==> src/rtl/pc_sequencer_pkg.sv <==
// pc_sequencer_pkg: shared state type and default parameters for the PC sequencer
package pc_sequencer_pkg;
  localparam int DEF_WIDTH = 16;
  localparam logic [15:0] DEF_RESET_VEC = 16'h0000;
  localparam int DEF_RAS_DEPTH = 4;
  typedef enum logic [1:0] {IDLE, RUN, HALT} state_e;
endpackage

==> src/rtl/pc_sequencer_if.sv <==
// pc_sequencer_if: fetch handshake and redirect bus between sequencer and fetch/branch logic
interface pc_sequencer_if import pc_sequencer_pkg::*; #(parameter int WIDTH = DEF_WIDTH) ();
  logic [WIDTH-1:0] pc_out;
  logic [WIDTH-1:0] br_target;
  logic pc_valid;
  logic pc_ready;
  logic br_en;
  logic call_en;
  logic ret_en;
  modport master (output pc_out, pc_valid, input pc_ready, br_en, call_en, ret_en, br_target);
  modport slave (input pc_out, pc_valid, output pc_ready, br_en, call_en, ret_en, br_target);
endinterface

==> src/rtl/pc_sequencer_ras_stack.sv <==
// ras_stack: pointer-based return-address LIFO; pushes when full and pops when empty are dropped
module ras_stack import pc_sequencer_pkg::*; #(
  parameter int WIDTH = DEF_WIDTH,
  parameter int DEPTH = DEF_RAS_DEPTH
) (
  input  logic             clk,
  input  logic             rst,
  input  logic             push,
  input  logic             pop,
  input  logic [WIDTH-1:0] din,
  output logic [WIDTH-1:0] dout,
  output logic             full,
  output logic             empty
);
  localparam int AW = $clog2(DEPTH);
  logic [WIDTH-1:0] mem [DEPTH];
  logic [AW:0] cnt_q, cnt_d;
  logic [AW-1:0] top;
  logic do_push, do_pop;
  assign full = cnt_q == (AW+1)'(DEPTH);
  assign empty = cnt_q == '0;
  assign top = cnt_q[AW-1:0] - AW'(1);
  assign dout = mem[top];
  // pop takes precedence if both are requested
  always_comb begin
    do_pop = pop && !empty;
    do_push = push && !pop && !full;
    cnt_d = do_pop ? cnt_q - (AW+1)'(1) : do_push ? cnt_q + (AW+1)'(1) : cnt_q;
  end
  always_ff @(posedge clk or negedge rst)
    if (!rst) cnt_q <= '0;
    else cnt_q <= cnt_d;
  always_ff @(posedge clk)
    if (do_push) mem[cnt_q[AW-1:0]] <= din;
endmodule

==> src/rtl/pc_sequencer.sv <==
// pc_sequencer: program counter with fetch handshake, branch/call/return redirects and run control
module pc_sequencer import pc_sequencer_pkg::*; #(
  parameter int             WIDTH     = DEF_WIDTH,
  parameter logic [WIDTH-1:0] RESET_VEC = WIDTH'(DEF_RESET_VEC),
  parameter int             RAS_DEPTH = DEF_RAS_DEPTH
) (
  input  logic           clk,
  input  logic           rst,
  input  logic           start,
  input  logic           halt,
  input  logic           resume,
  pc_sequencer_if.master bus,
  output logic           ras_ovf,
  output logic           ras_udf,
  output logic           busy
);
  state_e state_q, state_d;
  logic [WIDTH-1:0] pc_q, pc_d, pc_inc, ras_top;
  logic valid_q, valid_d, ovf_q, ovf_d, udf_q, udf_d;
  logic push, pop, ras_full, ras_empty;
  assign pc_inc = pc_q + WIDTH'(1);
  ras_stack #(.WIDTH(WIDTH), .DEPTH(RAS_DEPTH)) u_ras (
    .clk(clk), .rst(rst), .push(push), .pop(pop), .din(pc_inc),
    .dout(ras_top), .full(ras_full), .empty(ras_empty)
  );
  always_comb begin
    state_d = state_q;
    pc_d = pc_q;
    valid_d = 1'b0;
    ovf_d = ovf_q;
    udf_d = udf_q;
    push = 1'b0;
    pop = 1'b0;
    case (state_q)
      IDLE: if (start) begin
        state_d = RUN;
        valid_d = 1'b1;
        ovf_d = 1'b0;
        udf_d = 1'b0;
      end
      RUN: begin
        pop = bus.ret_en && !ras_empty;
        push = !bus.ret_en && bus.call_en;
        udf_d = udf_q || (bus.ret_en && ras_empty);
        ovf_d = ovf_q || (push && ras_full);
        // ret > call > branch > accepted fetch > hold
        pc_d = bus.ret_en ? (ras_empty ? pc_q : ras_top) :
               (bus.call_en || bus.br_en) ? bus.br_target :
               (valid_q && bus.pc_ready) ? pc_inc : pc_q;
        state_d = halt ? HALT : RUN;
        valid_d = !halt;
      end
      HALT: begin
        state_d = (resume && !halt) ? RUN : HALT;
        valid_d = resume && !halt;
      end
      default: state_d = IDLE;
    endcase
  end
  always_ff @(posedge clk or negedge rst)
    if (!rst) begin
      state_q <= IDLE;
      pc_q <= RESET_VEC;
      valid_q <= 1'b0;
      ovf_q <= 1'b0;
      udf_q <= 1'b0;
    end else begin
      state_q <= state_d;
      pc_q <= pc_d;
      valid_q <= valid_d;
      ovf_q <= ovf_d;
      udf_q <= udf_d;
    end
  assign bus.pc_out = pc_q;
  assign bus.pc_valid = valid_q;
  assign ras_ovf = ovf_q;
  assign ras_udf = udf_q;
  assign busy = state_q == RUN;
endmodule

==> src/flat_wrapper.sv <==
// flat-port wrapper written by rule: the top's interface ports become plain ports
module pc_sequencer_flat import pc_sequencer_pkg::*;
#(
  parameter int             WIDTH     = DEF_WIDTH,
  parameter logic [WIDTH-1:0] RESET_VEC = WIDTH'(DEF_RESET_VEC),
  parameter int             RAS_DEPTH = DEF_RAS_DEPTH
)
  (clk, rst, start, halt, resume, ras_ovf, ras_udf, busy, bus_pc_out, bus_pc_valid, bus_pc_ready, bus_br_en, bus_call_en, bus_ret_en, bus_br_target);
  pc_sequencer_if #(.WIDTH(WIDTH)) bus_i ();
  input  logic clk;
  input  logic rst;
  input  logic start;
  input  logic halt;
  input  logic resume;
  output logic ras_ovf;
  output logic ras_udf;
  output logic busy;
  output wire logic [$bits(bus_i.pc_out)-1:0] bus_pc_out;
  output wire logic [$bits(bus_i.pc_valid)-1:0] bus_pc_valid;
  input wire logic [$bits(bus_i.pc_ready)-1:0] bus_pc_ready;
  input wire logic [$bits(bus_i.br_en)-1:0] bus_br_en;
  input wire logic [$bits(bus_i.call_en)-1:0] bus_call_en;
  input wire logic [$bits(bus_i.ret_en)-1:0] bus_ret_en;
  input wire logic [$bits(bus_i.br_target)-1:0] bus_br_target;
  assign bus_pc_out = bus_i.pc_out;
  assign bus_pc_valid = bus_i.pc_valid;
  assign bus_i.pc_ready = bus_pc_ready;
  assign bus_i.br_en = bus_br_en;
  assign bus_i.call_en = bus_call_en;
  assign bus_i.ret_en = bus_ret_en;
  assign bus_i.br_target = bus_br_target;
  pc_sequencer #(.WIDTH(WIDTH), .RESET_VEC(RESET_VEC), .RAS_DEPTH(RAS_DEPTH)) u_core (.clk(clk), .rst(rst), .start(start), .halt(halt), .resume(resume), .bus(bus_i), .ras_ovf(ras_ovf), .ras_udf(ras_udf), .busy(busy));
endmodule
==> config.mk <==
export PLATFORM = sky130hd
export DESIGN_NAME = pc_sequencer_flat
export DESIGN_NICKNAME = d
export VERILOG_FILES = /design/src/rtl/pc_sequencer_pkg.sv /design/src/rtl/pc_sequencer_if.sv /design/src/rtl/pc_sequencer_ras_stack.sv /design/src/rtl/pc_sequencer.sv /design/src/flat_wrapper.sv
export SDC_FILE = /design/constraint.sdc
export NUM_CORES = 1
export LEC_CHECK = 0
export ABC_AREA = 1
export BUFFER_PORTS_ARGS = -buffer_cell sky130_fd_sc_hd__buf_2
export CORE_MARGIN = 2
export CORE_UTILIZATION = 52
export CTS_BUF_LIST = sky130_fd_sc_hd__clkbuf_4 sky130_fd_sc_hd__clkbuf_8
export CTS_CLUSTER_SIZE = 16
export DETAILED_ROUTE_END_ITERATION = 12
export GPL_TIMING_DRIVEN = 1
export PLACE_DENSITY = 0.69
export SLEW_MARGIN = 20
export SYNTH_ARGS = -nofsm -noshare
export SYNTH_HDL_FRONTEND = slang
export SYNTH_HIERARCHICAL = 1
export SYNTH_SLANG_ARGS = --single-unit
==> constraint.sdc <==
create_clock -name clk -period 6.1 [get_ports clk]
set_clock_uncertainty 0.2 [all_clocks]
set_input_delay 0.915 -clock clk [delete_from_list [all_inputs] [get_ports clk]]
set_output_delay 0.915 -clock clk [all_outputs]
set_load 0.02 [all_outputs]
==> results of run 1 <==
## per-layer routing
metal / vias up / part of all wire
li1: 1572 / -
met1: 1580 / 0.48
met2: 139 / 0.43
met3: 14 / 0.068
met4: 0 / 0.015
met5: - / 0
## final cells by class
class	instances	area (um2)	area share
inverter	33	126	0.0268
clock inverter	7	60.1	0.0127
clock buffer	9	124	0.0263
timing repair buffer	48	250	0.0531
multi-input combinational	302	1510	0.319
tap	102	128	0.0271
sequential	88	2520	0.535
## cells in the mapped netlist, types with 2 or more instances
| cell | count | area (um2) |
|---|---|---|
| nand2_1 | 101 | 379 |
| nor2_1 | 69 | 259 |
| edfxtp_1 | 64 | 1920 |
| o21ai_1 | 31 | 155 |
| dfrtp_1 | 24 | 601 |
| inv_1 | 24 | 90.1 |
| o22ai_1 | 18 | 113 |
| a21oi_1 | 14 | 70.1 |
| o21ai_0 | 14 | 70.1 |
| buf_2 | 12 | 60.1 |
| nand3_1 | 12 | 60.1 |
| inv_2 | 7 | 26.3 |
| ha_1 | 5 | 62.6 |
| o211ai_1 | 5 | 37.5 |
| nand4_1 | 4 | 25.0 |
| nor2_4 | 4 | 45.0 |
| xor2_1 | 4 | 35.0 |
| and2_1 | 2 | 12.5 |
| clkbuf_1 | 2 | 7.51 |
| nand2_2 | 2 | 12.5 |
| nand3_2 | 2 | 20.0 |
| nand3b_1 | 2 | 15.0 |
| nor2_2 | 2 | 12.5 |
| nor3_1 | 2 | 10.0 |
| o21ai_2 | 2 | 17.5 |
| xor2_2 | 2 | 32.5 |
## power groups by stage
| stage | Sequential [mW] | Combinational [mW] | Clock (mW) |
|---|---|---|---|
| after floorplan | 0.981 | 0.677 | 0 |
| after global placement | 0.950 | 0.965 | 0 |
| after detailed placement | 0.952 | 0.996 | 0 |
| after CTS | 0.940 | 1.00 | 0.388 |
| after global routing | 0.962 | 1.13 | 0.409 |
| final | 0.941 | 1.02 | 0.377 |
## layout by cell type, fill, tap and decap left out, types with 12 or more instances in the layout
cell type    n
o21ai_0     14
o21ai_1     31
nand2_1    101
buf_2       44
dfrtp_1     23
inv_1       24
o22ai_1     18
edfxtp_1    64
a21oi_1     14
nand3_1     12
nor2_1      69
## cell families after synthesis
group,synth area share
AO/OA/AOI/OAI,0.113
XOR/XNOR,0.0180
adder cells (fa/ha/maj),0.0195
buffers and inverters,0.0502
flip-flops,0.595
AND/OR/NAND/NOR,0.204
## critical path: stages (launching register included)
cell,delay (ns)
dfrtp_2,0.77
inv_2,0.43
ha_1,0.34
nand2_1,0.12
inv_1,0.07
nor3_1,0.35
nand2_1,0.19
fa_1,0.45
inv_1,0.10
nand4_1,0.09
nand3_1,0.08
nand2_1,0.05
## flip-flops by register name, summed over array words and instances, names as in the netlist
name                 count
u_core/u_ras/cnt_q       3
u_core/bus.pc_valid      1
u_core/ras_ovf           1
u_core/bus.pc_out       16
u_core/ras_udf           1
u_core/u_ras/mem        64
u_core/state_q           2
## stage by stage
step / util / setup WS, ns
after floorplan: - / 3.01
after global placement: 0.580 / 2.47
final: 0.604 / 2.76
after CTS: 0.604 / 2.30
after detailed placement: 0.580 / 2.32
after global routing: 0.604 / 2.49
## worst max-delay path by stage
stage | from | end | slack (ns)
6_report | u_core/u_ras/cnt_q[0] | u_core/u_ras/cnt_q[2] | 2.76
3_3_place_gp | u_core/u_ras/cnt_q[0] | u_core/u_ras/cnt_q[2] | 2.47
5_1_grt | u_core/u_ras/cnt_q[0] | u_core/u_ras/cnt_q[2] | 2.49
3_5_place_dp | u_core/u_ras/cnt_q[0] | u_core/u_ras/cnt_q[2] | 2.32
2_1_floorplan | bus_ret_en | u_core/u_ras/mem[1][0] | 3.01
4_1_cts | u_core/u_ras/cnt_q[0] | u_core/u_ras/cnt_q[2] | 2.30
==> results.cfg, run 1 <==
[clock_network]
ctsResizeCount = 0
cts_setup_buffers = 0
clock-root-buffer = clkbuf_8
clock_latency_ns = 0.36
htreeDepth = 3
cts_buffers = 9
clockBufferDepth = 2
cts_tree = yes
ctsHoldBuffers = 0
clock_sinks = 88
clk_pin_slew_worst_paths_ns = 0.09

[global_routing]
grt.met3_usage = 0.0474
grt_pass1_vias = 3010
grt_start_max_net_pins = 37
top_usage_layer = met1
use_met2 = 0.321
grt_pass1_wl_um = 15700
grt.overflow.total = 0
antenna_found_initial = 0
grtUsageMet1 = 0.373
grt_use_total = 0.236

[placed_design]
io_buffers = 44
post-dp-hpwl_um = 6470
place_area_um2 = 4530
place_inst = 573
routabilityCongestion = 0.844

[layout]
fill_cells = 678
final_nets = 513
antenna_cells = 0
final_cells = 589
drive_above_1_share = 0.181
area_growth_pct = 11.2
stdcell_area_um2 = 4720

[critical_path]
r2r-end = u_core/u_ras/cnt_q[2]
start_kind = flop
end_kind = flop
cp.required_ns = 6.15
worstPathArrival_ns = 3.39
r2r_start = u_core/u_ras/cnt_q[0]
r2r_slack_ns = 2.76
path_max_fanout = 36
reg2reg_depth = 11
crit_type = flop to flop

[route]
via_count = 3305
wl_um = 9630
drt_iter0_markers = 229
wl_per_cell_um = 16.4
ant_nets = 0
remaining_drc_errors = 0
drtPass1Iterations = 5
vias_per_cell = 5.61

[pwr]
clkPwrFrac = 0.161
p_per_area_nw_per_um2 = 495
switching_share = 0.448
pwr-share-seq = 0.403
p_int_mw = 1.29
power.switching_mw = 1.05
power.leakage_nw = 1.90
max-vdd-ir-drop_uv = 249
combPwrFrac = 0.435
power_mw = 2.33

[synthesis]
synth-seq-cells = 88
synth_cell_types = 35
async_flop_share = 0.273
synth_area_um2 = 4240
syn-instance-count = 439
synth_warnings = 6
synth-edff-count = 64
synth_seq_area_share = 0.595
syn_area_per_cell_um2 = 9.66
synthFlopType = edfxtp_1
syn_nets = 470

[run_status]
status = complete, no violations

[sta]
setup_violations = 0
min_period_ns = 3.34
rsz0062_at_grt = no
hold_ws_ns = 0.318
slew_viol_final = 0
fin_crit_sh = 0.548
worst_slew_pin_slew_ns = 0.609
relSlewSlack = 0.594
setup_tns_ns = 0
finalHoldViolCount = 0
fmax_ghz = 0.299

[floorplan]
die_h_um = 94.3
fp-row-count = 32
core_area_um2 = 7810
chipWidth_um = 94.3
start_util = 0.543
die_area_um2 = 8890
io_pins = 45

[worst_hold_path]
hold_depth = 1
min_path_type = flop to flop
hold_end = u_core/ras_ovf
hold_start = u_core/ras_ovf

[job]
cap_viol_max_count = 0
(Power assumes the default switching activity.)
==> inputs of run 2 (changes only) <==
clock period = 3.3 ns   (was 6.1 ns; I/O delays follow)
==> run 2 against run 1 <==
Final cell count up 0.68%. Sequential cell count unchanged. Utilization increased by 0.93 points. Setup slack lost 2.0 ns. Clock-buffer cell count did not move. Die area unchanged. Final area is 1.5% higher. Total power is 93% higher. Critical path type unchanged. Largest cell class unchanged.
==> results.cfg, run 2 (synthesis gave the netlist of run 1 again) <==
[run_status]
status = complete, no violations

[clock_network]
clk_pin_slew_worst_paths_ns = 0.09
cts_buffers = 9
cts_tree = yes
htreeDepth = 3
ctsResizeCount = 0
clock-root-buffer = clkbuf_8
clock_latency_ns = 0.35
clockBufferDepth = 2
clock_sinks = 88

[critical_path]
worstPathCellList = inv_1 > ha_1 > nand2_1 > inv_1 > nor3_1 > nand2_1 > fa_1 > inv_1 > nand4_1 > nand3_1 > nand2_1
crit_type = flop to flop
start_kind = flop
cp_top_family = simple AND/OR/NAND/NOR gates
path_max_fanout = 4
slowest_delay_ns = 0.44
reg2reg_depth = 11
cp_num_buf_inv = 3
cp.required_ns = 3.35
cpMaxStageDelayCell = fa_1
worstPathArrival_ns = 2.56
cp.depth = 11
end_kind = flop

[layout]
antenna_cells = 0
final_nets = 517
mostFrequentLayoutCell = nand2_1
largest_register_ffs = 64
utilization = 0.613
mostFrequentLayoutCells = nand2_1 (101), nor2_1 (69), edfxtp_1 (64)
fill_cells = 649
drive_above_1_share = 0.183
area_growth_pct = 13.0
stdcell_area_um2 = 4790

[route]
remaining_drc_errors = 0
ant_nets = 0
wl_um = 9200
wl_per_cell_um = 15.5
drtPass1Iterations = 5
via_count = 3216
drt_iter0_markers = 301
vias_per_cell = 5.42

[sta]
slew_viol_final = 0
min_period_ns = 2.51
worst_slew_pin_slew_ns = 0.591
fin_crit_sh = 0.759
finalHoldViolCount = 0
fmax_ghz = 0.399
setup_violations = 0
rsz0062_at_grt = no
setup_tns_ns = 0
relSlewSlack = 0.606
finalWorstSetupSlack_ns = 0.794

[global_routing]
grt_pass1_wl_um = 15000
grt_start_max_net_pins = 36
grt.overflow.total = 0
antenna_found_initial = 0
grt_pass1_vias = 2925
grt_use_total = 0.225

[floorplan]
die_h_um = 94.3
chipWidth_um = 94.3
start_util = 0.543
die_area_um2 = 8890
io_pins = 45
core_area_um2 = 7810
fp-row-count = 32

[placed_design]
routabilityCongestion = 0.877
post-dp-hpwl_um = 6290
place_ws_ns = 0.655
place_area_um2 = 4550
io_buffers = 44

[pwr]
power.leakage_nw = 1.95
p_per_area_nw_per_um2 = 939
power_mw = 4.50
max-vdd-ir-drop_uv = 437

[worst_hold_path]
hold_depth = 2
min_path_type = input port to flop

[job]
cap_viol_max_count = 0
[run 2: changes by cell type in the layout (fill, tap and decap cells not counted)]
cell,delta
inv_6,-1
dfrtp_1,+1
clkinv_2,+1
dlygate4sd3_1,+1
clkinvlp_4,-2
dfrtp_2,-1
buf_4,+3
bufinv_16,+2
[run 2: repair_timing]
item / 4_1_cts / 5_1_grt
buffers inserted: 0 / 0
hold buffers: 1 / 0
endpoints found under the hold margin: 24 / 0
[run 2: cell type report]
cell class,count,area (um2),share of cell area
repair buffers,52,283,0.0590
clock buffers,9,124,0.0259
inverters,33,126,0.0264
flip-flops and latches,88,2520,0.527
well taps,102,128,0.0266
multi-input cells,302,1510,0.314
clock inverters,7,101,0.0212
[run 2: metrics by stage]
step	hold slack, ns	instances
final	0.111	593
after global routing	0.121	593
after CTS	0.0957	593
after detailed placement	0.303	576
after global placement	0.295	576
after floorplan	-0.000591	439
[run 2: final timing paths]
| kind | start | to | slack (ns) |
|---|---|---|---|
| min in group asynchronous | rst | u_core/state_q[1] | 0.46 |
| worst min-delay path | start | u_core/ras_udf | 0.11 |
| worst max register to register | u_core/u_ras/cnt_q[1] | u_core/u_ras/cnt_q[2] | 0.79 |
| max in group asynchronous | rst | u_core/bus.pc_out[5] | 2.05 |
| worst min register to register | u_core/ras_ovf | u_core/ras_ovf | 0.32 |
| worst max-delay path | u_core/u_ras/cnt_q[1] | u_core/u_ras/cnt_q[2] | 0.79 |
[run 2: power by group]
| part | switching [mW] | leakage (nW) | internal [mW] |
|---|---|---|---|
| Combinational | 1.37 | 0.963 | 0.616 |
| Clock | 0.402 | 0.112 | 0.436 |
| Sequential | 0.174 | 0.877 | 1.50 |
[run 2: layer usage]
layer / up-vias / GRT usage / share of wire
met4: 0 / 0.0556 / 0.011
met2: 96 / 0.326 / 0.45
met3: 10 / 0.0393 / 0.057
li1: 1581 / - / -
met1: 1529 / 0.354 / 0.48
met5: - / 0 / 0
